`src/rtl/axis_slave_rx.sv`:
```
// AXI4-Stream receive end: elastic first-word-fall-through FIFO with beat/packet tracking.
// Define AXIS_SLAVE_STRB_MASK_EN to zero the bytes whose TSTRB bit is low as they are written.
module axis_slave_rx #(
  parameter int FIFO_DEPTH           = 4,
  parameter int C_S_AXIS_TDATA_WIDTH = 32,
  parameter int PKT_CNT_WIDTH        = 16
) (
  input  logic                                S_AXIS_ACLK,
  input  logic                                S_AXIS_ARESET,
  input  logic                                axis_en,
  input  logic                                axis_clear,
  input  logic [C_S_AXIS_TDATA_WIDTH-1:0]     S_AXIS_TDATA,
  input  logic [C_S_AXIS_TDATA_WIDTH/8-1:0]   S_AXIS_TSTRB,
  input  logic                                S_AXIS_TLAST,
  input  logic                                S_AXIS_TVALID,
  output logic                                S_AXIS_TREADY,
  input  logic                                rd_en,
  output logic [C_S_AXIS_TDATA_WIDTH-1:0]     rd_data,
  output logic                                rd_last,
  output logic                                rd_valid,
  output logic                                fifo_empty,
  output logic [$clog2(FIFO_DEPTH):0]         fifo_count,
  output logic                                pkt_done,
  output logic [PKT_CNT_WIDTH-1:0]            pkt_cnt
);

  localparam int W      = C_S_AXIS_TDATA_WIDTH;
  localparam int AW     = $clog2(FIFO_DEPTH);
  localparam int CW     = AW + 1;
  localparam int BEAT_W = 16;

  logic [W:0]          mem [FIFO_DEPTH];
  logic [AW-1:0]       wr_ptr;
  logic [AW-1:0]       rd_ptr;
  logic [BEAT_W-1:0]   beat_cnt;
  logic [W-1:0]        wr_data;
  logic                push;
  logic                pop;

`ifdef AXIS_SLAVE_STRB_MASK_EN
  always_comb begin
    wr_data = '0;
    for (int i = 0; i < W/8; i++) begin
      wr_data[i*8 +: 8] = S_AXIS_TSTRB[i] ? S_AXIS_TDATA[i*8 +: 8] : 8'h00;
    end
  end
`else
  logic unused_strb;
  assign unused_strb = ^S_AXIS_TSTRB;
  assign wr_data     = S_AXIS_TDATA;
`endif

  // Ready is taken off during reset and clear so no beat slips in while state is being zeroed.
  assign S_AXIS_TREADY = axis_en & ~axis_clear & ~S_AXIS_ARESET &
                         (fifo_count != CW'(FIFO_DEPTH));
  assign rd_valid      = (fifo_count != '0);
  assign fifo_empty    = ~rd_valid;
  assign push          = S_AXIS_TVALID & S_AXIS_TREADY;
  assign pop           = rd_en & rd_valid;
  assign rd_data       = mem[rd_ptr][W-1:0];
  assign rd_last       = rd_valid & mem[rd_ptr][W];

  always_ff @(posedge S_AXIS_ACLK) begin
    if (push) begin
      mem[wr_ptr] <= {S_AXIS_TLAST, wr_data};
    end
  end

  always_ff @(posedge S_AXIS_ACLK) begin
    if (S_AXIS_ARESET || axis_clear) begin
      wr_ptr     <= '0;
      rd_ptr     <= '0;
      fifo_count <= '0;
      beat_cnt   <= '0;
      pkt_cnt    <= '0;
      pkt_done   <= 1'b0;
    end else begin
      if (push) begin
        wr_ptr <= wr_ptr + AW'(1);
      end
      if (pop) begin
        rd_ptr <= rd_ptr + AW'(1);
      end
      case ({push, pop})
        2'b10:   fifo_count <= fifo_count + CW'(1);
        2'b01:   fifo_count <= fifo_count - CW'(1);
        default: fifo_count <= fifo_count;
      endcase
      pkt_done <= push & S_AXIS_TLAST;
      if (push) begin
        if (S_AXIS_TLAST) begin
          beat_cnt <= '0;
          pkt_cnt  <= pkt_cnt + PKT_CNT_WIDTH'(1);
        end else begin
          beat_cnt <= beat_cnt + BEAT_W'(1);
        end
      end
    end
  end

endmodule
```
`config.mk`:
```
export PLATFORM = sky130hd
export DESIGN_NAME = axis_slave_rx
export DESIGN_NICKNAME = d
export VERILOG_FILES = /design/src/rtl/axis_slave_rx.sv
export SDC_FILE = /design/constraint.sdc
export NUM_CORES = 1
export LEC_CHECK = 0
export BUFFER_PORTS_ARGS = -buffer_cell sky130_fd_sc_hd__buf_2
export CAP_MARGIN = 10
export CORE_UTILIZATION = 30
export CTS_CLUSTER_DIAMETER = 150
export DETAILED_ROUTE_END_ITERATION = 10
export GPL_TIMING_DRIVEN = 1
export HOLD_SLACK_MARGIN = 0.02
export SKIP_CTS_REPAIR_TIMING = 1
export SYNTH_ARGS = -nofsm -noshare
export SYNTH_HDL_FRONTEND = slang
export SYNTH_SLANG_ARGS = --single-unit
```
`constraint.sdc`:
```
create_clock -name S_AXIS_ACLK -period 6.5 [get_ports S_AXIS_ACLK]
set_clock_uncertainty 0.15 [all_clocks]
set_input_delay 0.65 -clock S_AXIS_ACLK [delete_from_list [all_inputs] [get_ports S_AXIS_ACLK]]
set_output_delay 0.65 -clock S_AXIS_ACLK [all_outputs]
set_load 0.01 [all_outputs]
```
### Word-level counts from Yosys, hierarchy flattened

Memory sizes are Yosys's and may differ from the RTL's. A register that Yosys moved wholly into a read port is not among the register bits.
Index checks and enable logic that the tools add are counted.

* register bits: 24
* RAM bits: 132
* input port bits: 43
* output and inout bits: 56
* memories kept: 1

Memory list
* mem: depth 4, bits a word 33, rd ports 1, clocked after Yosys merged registers in 1, wr ports 1, RTL line 32 `logic [W:0] mem [FIFO_DEPTH];`

* $add $sub $neg: 5
* equality and inequality tests: 3
* muxes and demuxes: 5
* bitwise logic cells: 10
* reductions and logical operators: 4

Operators with widths (count)
* $add 16x1->16 const B: 1
* $and 1x1->1: 7
* $pmux 3 s2: 1
* $add 2x1->2 const B: 2
* $mux 2: 2
* $add 3x1->3 const B: 1
* $ne 3x3->1 const B: 1
* $not 1->1: 3
* $reduce_bool 3->1: 1
* $sub 3x1->3 const B: 1
* $eq 2x1->1 const B: 1
* $eq 2x2->1 const B: 1
* $mux 1: 2
* $reduce_and 2->1: 1
* $reduce_bool 2->1: 1
* $logic_or 1x1->1: 1

### Logic depth before layout (Yosys ltp)

Gate-level depths: netlist (run 1).

* word-level depth: 7
* depth in mapped cells: 8
* mapped depth without buffers: 8

### Worst setup path before layout (run 1)

OpenSTA, ideal clock, no wires.

* path type: input to register
* start: input port axis_clear
* end: memory mem[0][0] (netlist bit), enable pin
* arrival: 2155 ps
* required time: 5957 ps
* path slack: 3802 ps
* stages: 4
* cell sequence: nor3b_4 > and2_1 > clkbuf_1 > and3_1

* word-level cells in the longest chain between the ends: 7

Ends and longest elaborated chain
* start, declared: RTL line 11 `input logic axis_clear,`
* $not 1->1: RTL line 54 `assign S_AXIS_TREADY = axis_en & ~axis_clear & ~S_AXIS_ARESET &`
* $and 1x1->1 (3 in series): RTL line 54
* named net S_AXIS_TREADY: RTL line 16 `output logic S_AXIS_TREADY,`
* $and 1x1->1: RTL line 58 `assign push = S_AXIS_TVALID & S_AXIS_TREADY;`
* $mux 1: RTL line 64 `if (push) begin`
* $mux 1 (implied by the code): RTL line 65 `mem[wr_ptr] <= {S_AXIS_TLAST, wr_data};`
* end, declared: RTL line 32

The timed path passes the listed nets, and every way through them passes these cells.

==> results.md, run 1 <==
* H-tree levels at 4
* Flops & latches, synth at approximately 160
* DR vias/cell at 4.65
* Worst reg2reg endpoint: fifo_count[2]
* Clk pwr share at between 40 and 50%
* Synth area leader: edfxtp_1
* Vias in the first global route at ~3400
* Min-delay src: S_AXIS_TDATA[31]
* Final hold slack at 289 ps
* Die Footprint at slightly above 20000 um^2
* Pre-Repair DR Iteration Count at 4
* Hold path cells at 1
* Worst r2r path cells at 8
* Path category of the worst min-delay check: input pin to register
* Reg2reg setup slack at slightly below 4000 ps
* DR vias at between 3000 and 4000
* Syn_area_per_cell at ~19 um^2
* # nets final at ~470
* Seq pwr share at 53.2%
* Power Internal at 1650 uW
* CP endpoint kind: primary output
* Die Span Y at about 140 um
* Area of the multi-input gates at around 1500 um^2
* Worst Hold End: mem[0][31]
* Crit Path Max Fanout at 33
* Worst r2r src: fifo_count[2]
* Syn. warnings at 0
* Initial antenna violation count at 0
* Area growth from synthesis to layout at 21.3%
* Crit share post-route at 45.7%
* Pleak at approximately 0.0024 uW
* Top post-synthesis cells by area: edfxtp_1, mux4_2, dfxtp_1
* Finished Core Util at 37.4%
* Worst-path clk slew at roughly 60 ps
* Data required, critical path at approximately 5700 ps
* Clock Sinks at between 150 and 200
* CTS tree: done
* Post-synthesis cell area at just over 6000 um^2
* GP Congestion at 0.750
* Drt drc at 0
* Total Power at ~2100 uW
* Synth cell types at 30
* Max-cap violations at 0
* DRT iter0 DRCs at 111
* Pin count of the biggest net entering global routing at 34
* Top cell type's share of synthesized area at approximately two thirds
* Synth Net Count at approximately 370
* DIE WIDTH at around 140 um
* Asr flop ratio synth at 0%
* Final hold viol count at 0
* Final setup viols at 0
* Post-Synthesis Cells at between 300 and 400
* Top_reg_cell synth: edfxtp_1
* Critical Path AT at ~2200 ps
* RSZ-0062 raised after global routing: false
* Post-synth top cells: edfxtp_1, mux4_2, dfxtp_1
* Core area at just under 20000 um^2
* Num CTS Buffers at 17
* Comb power frac at under 10%
* Number of I/O pins at 99
* Register Area at between 4000 and 5000 um^2
* Routed WL at 11.6 mm
* Avg WL per Cell at 16.8 um
* Final setup margin at approximately 3500 ps
* Max-slew violations at 0
* WS Path Type: register to primary output
* Run status: finished clean
* # fillers at approximately 1800
* Worst-Skew Late Latency at roughly 420 ps
* Global route overflow at 0
* IO Port Bufs at between 90 and 100
* First-pass GRT wire length at roughly 18 mm
* Minimum clock period at a little under 3000 ps
* Tot GR Track Use at a little under an eighth
* CTS Root Buffer Type: clkbuf_16
* Pre-CTS setup slack at roughly 3700 ps
* Most numerous cell in the Yosys netlist: edfxtp_1
* Starting density of the core at between 30% and 40%
* VDD IR max at roughly 0.17 mV
* Slew margin rel. at a little under two fifths
* Hpwl dp at around 7 mm
* CTS max path bufs at 2
* Power Dens Cells at ~280 nW/um^2
* Ant. Diodes at 0
* Worst slew pin tran at about 950 ps
* Switching share of power at about a fifth
* Row count at 51
* Sequential share of the synthesized area at about three quarters
* CP startpoint kind: register
* Fmax at about 0.34 GHz
* Post-synth EDFFs at approximately 130
* Post-DRT Antenna Nets at 0
* Fraction of layout cells with a size suffix above 1 at between 30% and 40%
* Fin Setup TNS at 0 ps
* P_sw at roughly 430 uW
## final cells by class
| class | instances | share of cell area [%] |
|---|---|---|
| clock buffer | 18 | 5.87 |
| clock inverter | 12 | 1.56 |
| inverter | 7 | 0.359 |
| multi-input combinational | 137 | 19.8 |
| sequential | 158 | 61.3 |
| tap | 265 | 4.53 |
| timing repair buffer | 95 | 6.53 |
## layout by cell type, fill, tap and decap left out, types with 3 or more instances in the layout
cell | Yosys | layout
ha_1 | 6 | 6
or4_1 | 10 | 10
inv_6 | 0 | 4
a21oi_1 | 15 | 15
xor2_1 | 3 | 3
clkbuf_16 | 0 | 17
edfxtp_1 | 132 | 132
nand3_1 | 8 | 8
mux4_2 | 33 | 33
o31ai_1 | 12 | 12
nand4_1 | 3 | 3
nor2_1 | 9 | 9
and2_1 | 5 | 5
or3_1 | 3 | 3
and3_2 | 0 | 4
nand2_1 | 10 | 10
inv_1 | 7 | 7
xnor2_1 | 3 | 3
dfxtp_1 | 26 | 24
buf_2 | 5 | 94
## power by group through the flow
| stage | logic (uW) | registers (uW) | clock network [uW] |
|---|---|---|---|
| after floorplan | 16.7 | 1120 | 0 |
| after global placement | 42.1 | 1120 | 0 |
| after detailed placement | 44.4 | 1120 | 0 |
| after CTS | 44.6 | 1100 | 952 |
| after global routing | 48.8 | 1100 | 992 |
| final | 43.6 | 1100 | 926 |
## registers in the layout (all words and copies together), names as in the netlist, named ones only
name,cells
fifo_count,3
mem,132
pkt_cnt,16
pkt_done,1
rd_ptr,2
wr_ptr,2
## worst max-delay path, stage by stage, from the launching register on
cell,delay (ps)
dfxtp_2,310
buf_4,550
mux4_2,580
and2_1,170
buf_2,130
## kinds of logic after synthesis
logic type      share of synthesized area, %
buf+inv                                 1.66
compound gates                          3.15
mux                                     12.5
xor+xnor                               0.872
simple gates                            5.89
fa+ha+maj                               1.58
flops                                   74.4
## routing by layer
metal,global-route usage [%],share of wire (%),vias up
met2,20.5,51,92
met1,13.4,41,1630
li1,-,-,1484
met5,0,0,-
met3,4.80,6.9,13
met4,4.37,1.2,0
## worst max-delay path by stage
stage | from | endpoint | slack (ps) | depth (start not counted)
after global placement | axis_clear | mem[0][10] | 3770 | 4
after detailed placement | axis_clear | mem[0][10] | 3720 | 4
after global routing | register | rd_last | 3360 | 4
after CTS | register | rd_last | 3420 | 4
after floorplan | axis_clear | mem[0][0] | 3800 | 4
final | register | rd_last | 3530 | 4
## metrics by stage
| stage | std cells | instance area (um^2) |
|---|---|---|
| floorplan | 317 | 6030 |
| global placement | 662 | 6770 |
| detailed placement | 662 | 6770 |
| CTS | 692 | 7320 |
| global route | 692 | 7320 |
| finish | 692 | 7320 |
No activity file was read; power rests on OpenSTA's default activity.
==> run 2: changes to the inputs <==
- ABC_AREA: not set -> 1
- clock period: 6.5 -> 3.1 ns (I/O delays scaled with it)
==> results.md, run 2 <==
* Starting density of the core at 30.6% (-0.21 points)
* Compound-cell area share of the yosys netlist at 11.1% (+7.9 points)
* Most common cell after layout, fill and taps aside: edfxtp_1
* Largest registers: mem (132), pkt_cnt (16), fifo_count (3)
* Power Internal at 3680 uW (+120%)
* Post-synth top cells: edfxtp_1, nor2_1, o21ai_0
* Clk pwr share at 46.2% (+1.5 points)
* Most numerous cell in the Yosys netlist: edfxtp_1
* DRT iter0 DRCs at 187 (+68%)
* Clock Sinks at 158 (unchanged)
* CP endpoint kind: primary output
* Power Dens Cells at 571 nW/um^2 (+100%)
* # fillers at 1946 (+6.7%)
* Synth cell types at 24 (-20%)
* Global route overflow at 0 (unchanged)
* Multiplexer share of the synthesized area at 0% (-12 points)
* Fraction of layout cells with a size suffix above 1 at 23.2% (-15 points)
* Pin count of the biggest net entering global routing at 67 (+97%)
* Drt drc at 0 (unchanged)
* Finished Cell Area at 7970 um^2 (+8.9%)
* RSZ-0062 raised after global routing: false
* CTS tree: done
* Row count at 52 (+2.0%)
* Initial antenna violation count at 0 (unchanged)
* Final hold viol count at 0 (unchanged)
* IO Port Bufs at 94 (unchanged)
* Crit share post-route at between 70 and 80%
* Comb power frac at 3.0% (+0.9 points)
* # nets final at 696 (+49%)
* Worst-path clk slew at 60 ps (about the same)
* Largest Register: mem
* Slowest CP cell: buf_4
* DR vias/cell at 4.51 (-3.1%)
* Worst slew pin tran at 675 ps (-271 ps)
* Tot GR Track Use at 13.2% (+1.2 points)
* Routed WL at 13.7 mm (+18%)
* Vias in the first global route at 3945 (+18%)
* Core area at 20200 um^2 (+3.3%)
* Post-synthesis cell area at 6190 um^2 (+2.6%)
* Slew margin rel. at 54.9% (+18 points)
* Post-synth EDFFs at 132 (unchanged)
* CTS Root Buffer Type: clkbuf_16
* Adder-cell area share of the yosys netlist at 1.54% (-0.040 points)
* H-tree levels at 4 (unchanged)
* Most frequent cells in the layout: edfxtp_1, nor2_1, buf_2
* Min-delay src: axis_clear
* Post-DRT Antenna Nets at 0 (unchanged)
* Number of I/O pins at 99 (unchanged)
* Max FFs per register at 132 (unchanged)
* Run status: finished clean
* Die Footprint at 21200 um^2 (+2.6%)
* Final setup viols at 0 (unchanged)
* Syn_area_per_cell at 12.1 um^2 (-36%)
* VDD IR max at 0.359 mV (+110%)
* Max-slew violations at 0 (unchanged)
* Crit Path Max Fanout at 66 (+100%)
* Num CTS Buffers at 17 (unchanged)
* Post-Synthesis Cells at 512 (+62%)
* Pleak at 0.00284 uW (+17%)
* Area growth from synthesis to layout at 28.8%
* DIE WIDTH at 146 um (+1.3%)
* Worst-Skew Late Latency at 410 ps (about the same)
* Fin Setup TNS at 0 ps (unchanged)
* Top_reg_cell synth: edfxtp_1
* First-pass GRT wire length at 21.2 mm (+19%)
* Sequential share of the synthesized area at 72.5% (-1.9 points)
* Seq pwr share at 50.8% (-2.4 points)
* Pre-Repair DR Iteration Count at 4 (unchanged)
* Switching share of power at 19.2% (-1.4 points)
* WS Path Type: register to primary output
* Ordered list of cells on the worst path: buf_4 -> o21ai_0 -> o22ai_1 -> buf_2
* Placed instance area at 7040 um^2 (+3.9%)
* Final hold slack at 91.1 ps (-198 ps)
* Hpwl dp at 8.12 mm (+17%)
* Path category of the worst min-delay check: input pin to register
* Die Span Y at 146 um (+1.3%)
* Critical Path AT at 1900 ps (-270 ps)
* CTS max path bufs at 2 (unchanged)
* CP startpoint kind: register
* Top cell type's share of synthesized area at 64.1% (-1.7 points)
* Fmax at between 0.4 and 0.5 GHz
* Asr flop ratio synth at 0% (unchanged)
* GP Congestion at 0.731 (-2.4%)
* Ant. Diodes at 0 (unchanged)
* Top post-synthesis cells by area: edfxtp_1, dfxtp_1, nor2_1
* P_sw at 872 uW (+100%)
* Max-cap violations at 0 (unchanged)
* Worst r2r src: fifo_count[1]
* Main combinational cell family by area after synthesis: simple AND/OR/NAND/NOR gates
* DR vias at 4189 (+30%)
* Avg WL per Cell at 14.7 um (-12%)
* XOR/XNOR Fraction of Synth Area at 0.142% (-0.73 points)
* Worst path max stage delay at 530 ps (-50 ps)
* Synth Net Count at 562 (+53%)
* Data required, critical path at 2640 ps (-3060 ps)
* Flops & latches, synth at 158 (unchanged)
* Syn. warnings at 0 (unchanged)
* Synth area leader: edfxtp_1
* Post-Synth Simple-Gate Area at 11.2% (+5.3 points)
* Minimum clock period at 2360 ps
==> run 2: cell type report <==
type	count	area (um^2)	area share, %
clock inverter	11	141	1.77
sequential	158	4490	56.3
multi-input combinational	302	1510	19.0
clock buffer	21	460	5.78
tap	270	338	4.24
inverter	28	105	1.32
timing repair buffer	139	928	11.6
==> run 2: through the flow <==
step	std cells	power [uW]	util [%]	worst slack (ps)
finish	929	4550	39.4	745
global route	929	4710	39.4	521
detailed placement	864	2460	34.8	827
CTS	896	4580	37.8	676
floorplan	512	2400	-	391
global placement	864	2460	34.8	824
==> run 2: worst max-delay path: cells and delay by family (launching register included) <==
family / cells / cell delay (ps)
buffers and inverters: 2 / 710
flip-flops: 1 / 330
AO/OA/AOI/OAI: 2 / 430
==> run 2: path summary, 6_finish.rpt <==
path                    to  slack (ps)  cells after the start
max reg2reg  fifo_count[2]         870                     10
min          fifo_count[1]          90                      4
min reg2reg       register         320                      2
max             rd_data[7]         740                      4
==> run 2: cell families (layout without fill, tap and decap cells) <==
logic type                 count (synthesis)  count (layout)
and+or+nand+nor                          165             165
DFF                                      158             158
xor gates and xnor gates                   1               1
adders and majority gates                  7               7
AOI/OAI and AO/OA                        129             129
buffers and inverters                     52             199
==> run 2: metal layers <==
| layer | vias to the layer above | GRT usage, % | wire length [um] |
|---|---|---|---|
| met5 | - | 0 | 0 |
| met4 | 0 | 4.74 | 196 |
| met3 | 15 | 4.08 | 696 |
| met2 | 96 | 22.1 | 6640 |
| met1 | 1986 | 16.1 | 6160 |
| li1 | 2092 | - | - |
==> run 2: power groups by stage <==
stage	registers, uW	logic, uW	clock network, uW
finish	2310	137	2100
global route	2310	152	2250
CTS	2310	107	2160
detailed placement	2360	106	0
global placement	2360	103	0
floorplan	2360	40.0	0
==> run 3: changes to the inputs <==
- clock period: 3.1 -> 2.5 ns (I/O delays scaled with it)
==> results.md, run 3 (synthesis gave the netlist of run 2 again) <==
* H-tree levels at 4 (unchanged)
* Path category of the worst min-delay check: input pin to register
* Pleak at 0.00289 uW (+1.6%)
* Largest registers: mem (132), pkt_cnt (16), fifo_count (3)
* Most frequent cells in the layout: edfxtp_1, nor2_1, buf_2
* Run status: finished clean
* Data required, critical path at 2100 ps (-540 ps)
* Post-DRT Antenna Nets at 0 (unchanged)
* IO Port Bufs at 94 (unchanged)
* Die Footprint at 21200 um^2 (unchanged)
* Placed instance area at 7060 um^2 (+0.28%)
* Ant. Diodes at 0 (unchanged)
* Drt drc at 0 (unchanged)
* Pre-Repair DR Iteration Count at 4 (unchanged)
* DIE WIDTH at 146 um (unchanged)
* Area of the multi-input gates at 1510 um^2 (unchanged)
* Area growth from synthesis to layout at 30.3%
* Final setup viols at 0 (unchanged)
* Power Dens Cells at 722 nW/um^2 (+27%)
* Row count at 52 (unchanged)
* Tot GR Track Use at 13.4% (+0.14 points)
* Worst-path clk slew at 60 ps (about the same)
* Avg WL per Cell at 14.5 um (-1.9%)
* Final hold slack at 24.6 ps (-66.5 ps)
* Initial antenna violation count at 0 (unchanged)
* Finished Cell Area at 8060 um^2 (+1.1%)
* DRT iter0 DRCs at 193 (+3.2%)
* CTS Root Buffer Type: clkbuf_16
* Starting density of the core at 30.6% (unchanged)
* Num CTS Buffers at 17 (unchanged)
* VDD IR max at 0.426 mV (+18%)
* Largest Register: mem
* # nets final at 702 (+0.86%)
* Critical Path AT at 1780 ps (-120 ps)
* Crit share post-route at 87.2%
* GP Congestion at 0.801 (+9.5%)
* CTS tree: done
* Clock Sinks at 158 (unchanged)
* Register Area at 4490 um^2 (unchanged)
* Max-cap violations at 0 (unchanged)
* WS Path Type: register to primary output
* Vias in the first global route at 4083 (+3.5%)
* Fmax at 0.459 GHz
* Fin Setup TNS at 0 ps (unchanged)
* # fillers at 1937 (-0.46%)
* Finished Core Util at 39.8% (+0.44 points)
* Worst-Skew Late Latency at 410 ps (about the same)
* Die Span Y at 146 um (unchanged)
* CTS max path bufs at 2 (unchanged)
* Crit Path Max Fanout at 66 (unchanged)
* DR vias/cell at 4.52 (+0.21%)
* CP endpoint kind: primary output
* Minimum clock period at approximately 2200 ps
* Routed WL at 13.5 mm (-1.2%)
* CP startpoint kind: register
* Global route overflow at 0 (unchanged)
* Worst slew pin tran at 513 ps (-162 ps)
* Final hold viol count at 0 (unchanged)
* Fraction of layout cells with a size suffix above 1 at 23.8% (+0.54 points)
* RSZ-0062 raised after global routing: false
* DR vias at 4225 (+0.86%)
* Max-slew violations at 0 (unchanged)
* Pin count of the biggest net entering global routing at 67 (unchanged)
* Hold path cells at 4 (unchanged)
* First-pass GRT wire length at 21.4 mm (+1.1%)
* Number of I/O pins at 99 (unchanged)
* Max FFs per register at 132 (unchanged)
* Worst r2r path cells at 11 (+1)
* Slew margin rel. at 65.8% (+11 points)
* Core area at 20200 um^2 (unchanged)
* Most common cell after layout, fill and taps aside: edfxtp_1
* Hpwl dp at 8.19 mm (+0.75%)
-- run 3: changes by cell type in the layout (fill, tap and decap cells not counted) --
cell        previous run  this run
buf_4                  9        16
clkbuf_16             17        23
clkinv_2               5         0
buf_12                 3         1
bufinv_16              3         1
clkinv_4               3         1
buf_6                  0         1
clkbuf_1               2         3
clkinvlp_4             0         1
inv_4                  0         1
-- run 3: critical path: stages (launching register included) --
cell and delay [ps]:
dfxtp_2 340, buf_6 380, o21ai_0 180, o22ai_1 270, buf_2 180
-- run 3: per-layer routing --
layer  vias up  wire length (um)  GRT usage, %  share of wire, %
met5         -                 0             0                 0
met4         0               195          4.89               1.4
met3        15               563          4.01               4.2
met2        90              6590          22.9                49
met1      2019              6170          15.8                46
li1       2101                 -             -                 -
-- run 3: power breakdown --
| part | switching [uW] | internal, uW |
|---|---|---|
| Sequential | 3.30 | 2860 |
| Combinational | 90.5 | 81.9 |
| Clock | 995 | 1790 |
-- run 3: path summary, 6_finish.rpt --
kind / from / end / slack (ps)
max: register / rd_data[5] / 320
max reg2reg: fifo_count[1] / fifo_count[2] / 370
min: axis_clear / fifo_count[1] / 20
min reg2reg: rd_ptr[1] / register / 320
-- run 3: area by class of cell --
class / count / area share [%]
flip-flops and latches: 158 / 55.7
multi-input cells: 302 / 18.8
repair buffers: 145 / 11.8
clock buffers: 28 / 7.62
well taps: 270 / 4.19
inverters: 28 / 1.30
clock inverters: 4 / 0.652
-- run 3: metrics by stage --
stage	instances	total power (uW)	worst slack, ps
2_1_floorplan	512	2970	-209
3_3_place_gp	870	3050	399
3_5_place_dp	870	3050	383
4_1_cts	902	5850	95.6
5_1_grt	935	6030	68.7
6_report	935	5820	321
